**config.mk**
```make
export PLATFORM = sky130hd
export DESIGN_NAME = wb_gpio_bank
export DESIGN_NICKNAME = d
export VERILOG_FILES = /design/src/rtl/wb_gpio_bank.sv
export SDC_FILE = /design/constraint.sdc
export NUM_CORES = 1
export LEC_CHECK = 0
export BUFFER_PORTS_ARGS = -buffer_cell sky130_fd_sc_hd__buf_2
export CORE_MARGIN = 8
export CORE_UTILIZATION = 60
export CTS_BUF_LIST = sky130_fd_sc_hd__clkbuf_4
export DETAILED_ROUTE_END_ITERATION = 7
export PLACE_DENSITY = 0.95
export SYNTH_ARGS = -nofsm -noshare
export SYNTH_HDL_FRONTEND = slang
export SYNTH_SLANG_ARGS = --single-unit
```
**constraint.sdc**
```tcl
create_clock -name wb_clk_i -period 5.65 [get_ports wb_clk_i]
set_input_delay 0.565 -clock wb_clk_i [delete_from_list [all_inputs] [get_ports wb_clk_i]]
set_output_delay 0.565 -clock wb_clk_i [all_outputs]
set_load 0.03 [all_outputs]
```
**src/rtl/wb_gpio_bank.sv**
```systemverilog
// Wishbone-slave GPIO bank: output data/enable, synchronised input readback,
// per-pad edge detection with sticky W1C status and a single level interrupt.
module wb_gpio_bank #(
  parameter int unsigned N_PADS    = 16,
  parameter logic [31:0] BASE_ADDR = 32'h3000_0000
) (
  input  logic              wb_clk_i,
  input  logic              wb_rst_ni,
  input  logic              wbs_cyc_i,
  input  logic              wbs_stb_i,
  input  logic              wbs_we_i,
  input  logic [3:0]        wbs_sel_i,
  input  logic [31:0]       wbs_adr_i,
  input  logic [31:0]       wbs_dat_i,
  output logic              wbs_ack_o,
  output logic [31:0]       wbs_dat_o,
  input  logic [N_PADS-1:0] io_in,
  output logic [N_PADS-1:0] io_out,
  output logic [N_PADS-1:0] io_oeb,
  output logic              irq
);

  localparam logic [5:0] REG_OUT     = 6'h00;
  localparam logic [5:0] REG_OEB     = 6'h01;
  localparam logic [5:0] REG_IN      = 6'h02;
  localparam logic [5:0] REG_RISE_EN = 6'h03;
  localparam logic [5:0] REG_FALL_EN = 6'h04;
  localparam logic [5:0] REG_STATUS  = 6'h05;
  localparam logic [5:0] REG_OUT_SET = 6'h06;
  localparam logic [5:0] REG_OUT_CLR = 6'h07;

  logic              hit, access, wr_en;
  logic [5:0]        reg_sel;
  logic [31:0]       byte_mask, rd_data, dat_q;
  logic [N_PADS-1:0] wr_mask, wr_data, status_clr, edge_set;
  logic [N_PADS-1:0] out_q, oeb_q, rise_en_q, fall_en_q, status_q;
  logic [N_PADS-1:0] sync1_q, sync2_q, prev_q;
  logic              ack_q, irq_q;

  assign hit     = wbs_cyc_i & wbs_stb_i & (wbs_adr_i[31:8] == BASE_ADDR[31:8]);
  // ack_q gates the second cycle so a held strobe completes every other clock
  assign access  = hit & ~ack_q;
  assign wr_en   = access & wbs_we_i;
  assign reg_sel = wbs_adr_i[7:2];

  assign byte_mask = {{8{wbs_sel_i[3]}}, {8{wbs_sel_i[2]}},
                      {8{wbs_sel_i[1]}}, {8{wbs_sel_i[0]}}};
  assign wr_mask   = byte_mask[N_PADS-1:0];
  assign wr_data   = wbs_dat_i[N_PADS-1:0] & wr_mask;

  assign status_clr = (wr_en && reg_sel == REG_STATUS) ? wr_data : '0;
  assign edge_set   = (sync2_q & ~prev_q & rise_en_q) | (~sync2_q & prev_q & fall_en_q);

  // Bits above N_PADS and the byte offset within a word carry no information.
  logic unused_bits;
  assign unused_bits = ^{wbs_adr_i[1:0], wbs_dat_i, byte_mask};

  // NOTE: always_comb with a default first on every path keeps the read mux latch-free.
  always_comb begin
    rd_data = '0;
    case (reg_sel)
      REG_OUT:     rd_data[N_PADS-1:0] = out_q;
      REG_OEB:     rd_data[N_PADS-1:0] = oeb_q;
      REG_IN:      rd_data[N_PADS-1:0] = sync2_q;
      REG_RISE_EN: rd_data[N_PADS-1:0] = rise_en_q;
      REG_FALL_EN: rd_data[N_PADS-1:0] = fall_en_q;
      REG_STATUS:  rd_data[N_PADS-1:0] = status_q;
      default:     rd_data = '0;
    endcase
  end

  // NOTE: non-blocking assignments so every flop samples pre-edge values.
  always_ff @(posedge wb_clk_i or negedge wb_rst_ni) begin
    if (!wb_rst_ni) begin
      ack_q     <= 1'b0;
      dat_q     <= '0;
      irq_q     <= 1'b0;
      out_q     <= '0;
      oeb_q     <= '1;
      rise_en_q <= '0;
      fall_en_q <= '0;
      status_q  <= '0;
      sync1_q   <= '0;
      sync2_q   <= '0;
      prev_q    <= '0;
    end else begin
      ack_q   <= access;
      dat_q   <= (access && !wbs_we_i) ? rd_data : '0;
      irq_q   <= |status_q;
      sync1_q <= io_in;
      sync2_q <= sync1_q;
      prev_q  <= sync2_q;
      // An edge in the same cycle as a clear wins, so no event is lost.
      status_q <= (status_q & ~status_clr) | edge_set;
      if (wr_en) begin
        case (reg_sel)
          REG_OUT:     out_q     <= (out_q & ~wr_mask) | wr_data;
          REG_OEB:     oeb_q     <= (oeb_q & ~wr_mask) | wr_data;
          REG_RISE_EN: rise_en_q <= (rise_en_q & ~wr_mask) | wr_data;
          REG_FALL_EN: fall_en_q <= (fall_en_q & ~wr_mask) | wr_data;
          REG_OUT_SET: out_q     <= out_q | wr_data;
          REG_OUT_CLR: out_q     <= out_q & ~wr_data;
          default: ;
        endcase
      end
    end
  end

  assign wbs_ack_o = ack_q;
  assign wbs_dat_o = dat_q;
  assign io_out    = out_q;
  assign io_oeb    = oeb_q;
  assign irq       = irq_q;

endmodule

```
==> run metrics <==
status=completed; mean number of vias per cell=6.614; Clk pin slew, worst setup/hold paths=0.12 ns; TritonRoute pass-1 iters=6; Synthesis Warnings=0; Net Sw Frac=25.60%; unrepaired setup endpoints after global routing=no; largest net degree at the start of global routing=77; crit path kind=flop to flop; post-synthesis sequential area ratio=56.19%; core box area=0.01075 mm2; startpoint class of the critical path=flop; Synth area leaders=dfrtp_1 (50%), mux2_2 (8.3%), dfstp_2 (6.4%), mux4_2 (5.5%), nand2_1 (3.0%); Cell variety after synth=41; Die Area=0.01449 mm2; Pleak=3.654 nW; DP Cell Count=755; most frequent cell after synthesis=dfrtp_1; Synth async-reset ratio=100.0%; Bufs on Longest Clock Path=2; synthesized area=0.006538 mm2; Tcrit/Tclk final=50.03%; Die H=120.4 um; Post-Synthesis Cells=518; Area Growth Syn to Fin=14.12%; internal power=1.364 mW; post-route cell area=0.007461 mm2; Primary FF master, synth=dfrtp_1; H-Tree Depth=4; GR Util All Layers=24.81%; clock root buffer master=clkbuf_4; Setup violations, final=0; CP Data Required Time=6.10 ns; nets=723; Avg WL per Cell=23.06 um; Residual DRC=0; port bufs=118; # hold bufs at CTS=0; CTS sink cnt=146; Clock Skew=0.01884 ns; Ports=155; Max Transition Viols Final=0; DRT Wirelength=18170 um; initial antenna violation count=1; first-pass GRT wire length=27870 um; Worst Hold Class=input port to async pin; sequential share of power=58.6%; share of cells above drive strength 1=38.33%; Mean Syn Cell Area=12.62 um2; Post-CTS Resized=0; Slew @ Worst Pin=1.298 ns; Worst Path Buf+Inv=0; global route total overflow=0; max cap viols=0; Highest Clock Rate=0.3537 GHz; number of global-route vias before repair=5387; crit path DAT=3.28 ns; setup ws final=2.823 ns; overall die width=120.4 um; synthesis-stage register bit count=146; CP delay by family, top=simple AND/OR/NAND/NOR gates; crit path cell chain=nor4_1 -> and4_1 -> nand4_2 -> mux2_2; Rel. slew slack=13.44%; Post-synth EDFFs=0; area post-placement=0.007178 mm2; cell taking the most area after synthesis=dfrtp_1; post-DP HPWL=11830 um; Worst VDD drop=0.1434 mV; critical path capture point type=flop; GPL Wtd Cong=0.8427; TNS Setup=0 ns; initial cell density of the core=60.84%; Net Switching=0.4693 mW; Place WS=2.396 ns; Synth top area share=49.76%; Final Hold Fails=0; CP max stage delay=1.08 ns; Starting DRT DRC Count=528; Final Instance Count excl. Fillers=788; commonest cells in the netlist=dfrtp_1 (130), nand2_1 (52), mux2_2 (48), nand4_1 (20), buf_4 (18); post-CTS setup buffer count=0; TritonCTS Buffers=17; clk_lat worst skew=0.56 ns; Tmin final=2.827 ns; Rows=38; worst-path fanout max=22; Clk network pwr share=35.1%; CP max-delay cell=and4_1; ANT nets after route=0; Combinational Power Share=6.3%; Vias=5212; PD cells=245.7 mW/mm2; CTS tree=done
## placed cells by master (no fill, tap or decap), types with 2 or more instances in the layout
| master | netlist | final |
|---|---|---|
| dfrtp_1 | 130 | 130 |
| buf_2 | 10 | 117 |
| nand2_1 | 52 | 52 |
| mux2_2 | 48 | 48 |
| nand4_1 | 20 | 20 |
| clkbuf_4 | 0 | 18 |
| nand3b_1 | 17 | 17 |
| nand2b_1 | 17 | 17 |
| and3_1 | 16 | 16 |
| o21ai_0 | 16 | 16 |
| a21o_1 | 16 | 16 |
| mux4_2 | 16 | 16 |
| a22oi_1 | 16 | 16 |
| a21oi_1 | 16 | 16 |
| o22ai_1 | 16 | 16 |
| a221o_1 | 16 | 16 |
| dfstp_2 | 16 | 16 |
| conb_1 | 1 | 16 |
| nor4_1 | 13 | 12 |
| nor2_1 | 5 | 5 |
| nand4_4 | 5 | 5 |
| nor3_1 | 5 | 4 |
| clkinvlp_4 | 0 | 4 |
| clkinv_2 | 0 | 4 |
| buf_4 | 18 | 4 |
| nor3_4 | 1 | 2 |
| and4_1 | 2 | 2 |
| nor4bb_1 | 2 | 2 |
| and2_1 | 2 | 2 |
| or2_2 | 2 | 2 |
| bufinv_16 | 0 | 2 |
| clkinv_4 | 0 | 2 |
## final timing paths
| path | start | to | slack (ns) | depth (start not counted) |
|---|---|---|---|---|
| worst max-delay path | wbs_ack_o | flop | 2.82 | 4 |
| worst min-delay path | wb_rst_ni | io_out[1] | 0.02 | 1 |
| worst max register to register | wbs_ack_o | flop | 2.82 | 4 |
| worst min register to register | sync1_q[10] | sync2_q[10] | 0.35 | 0 |
| max in group asynchronous | wb_rst_ni | async pin | 4.27 | 2 |
| min in group wb_clk_i | io_in[9] | sync1_q[9] | 0.10 | 1 |
## stage by stage
stage,utilization [%],total power [mW],hold slack [ns]
2_1_floorplan,-,1.146,0.2694
3_3_place_gp,66.80,1.201,0.3340
3_5_place_dp,66.80,1.208,0.3347
4_1_cts,69.36,1.836,0.03382
5_1_grt,69.43,1.885,0.07093
6_report,69.43,1.833,0.02067
## logic make-up (layout without fill, tap and decap cells)
family                 Yosys count  after routing  share of synthesized area (%)
other                            1             17                        0.05736
flip-flops                     146            146                          56.19
AND/OR/NAND/NOR                169            169                          16.15
AO/OA/AOI/OAI                   96             96                          10.11
multiplexers                    64             64                          13.78
buffers and inverters           41            155                          3.579
XOR/XNOR                         1              1                         0.1340
## power by group through the flow
stage	combinational [mW]	clock (mW)	sequential (mW)
2_1_floorplan	0.0571	0	1.09
3_3_place_gp	0.110	0	1.09
3_5_place_dp	0.115	0	1.09
4_1_cts	0.116	0.647	1.07
5_1_grt	0.126	0.683	1.08
6_report	0.116	0.643	1.07
## final cells by class
| type | instances | area, um2 |
|---|---|---|
| repair buffers | 122 | 626.9 |
| flip-flops and latches | 146 | 3674 |
| inverters | 1 | 3.754 |
| clock inverters | 14 | 140.1 |
| well taps | 140 | 175.2 |
| multi-input cells | 346 | 2704 |
| clock buffers | 18 | 135.1 |
| diodes | 1 | 2.502 |
| fillers | 708 | 3284 |
## per-layer routing
metal	global-route usage, %	wire [um]
met5	0	0
met4	15.46	747
met3	7.692	2159
met2	38.24	8455
met1	30.06	6805
No activity file was read; power rests on OpenSTA's default activity.
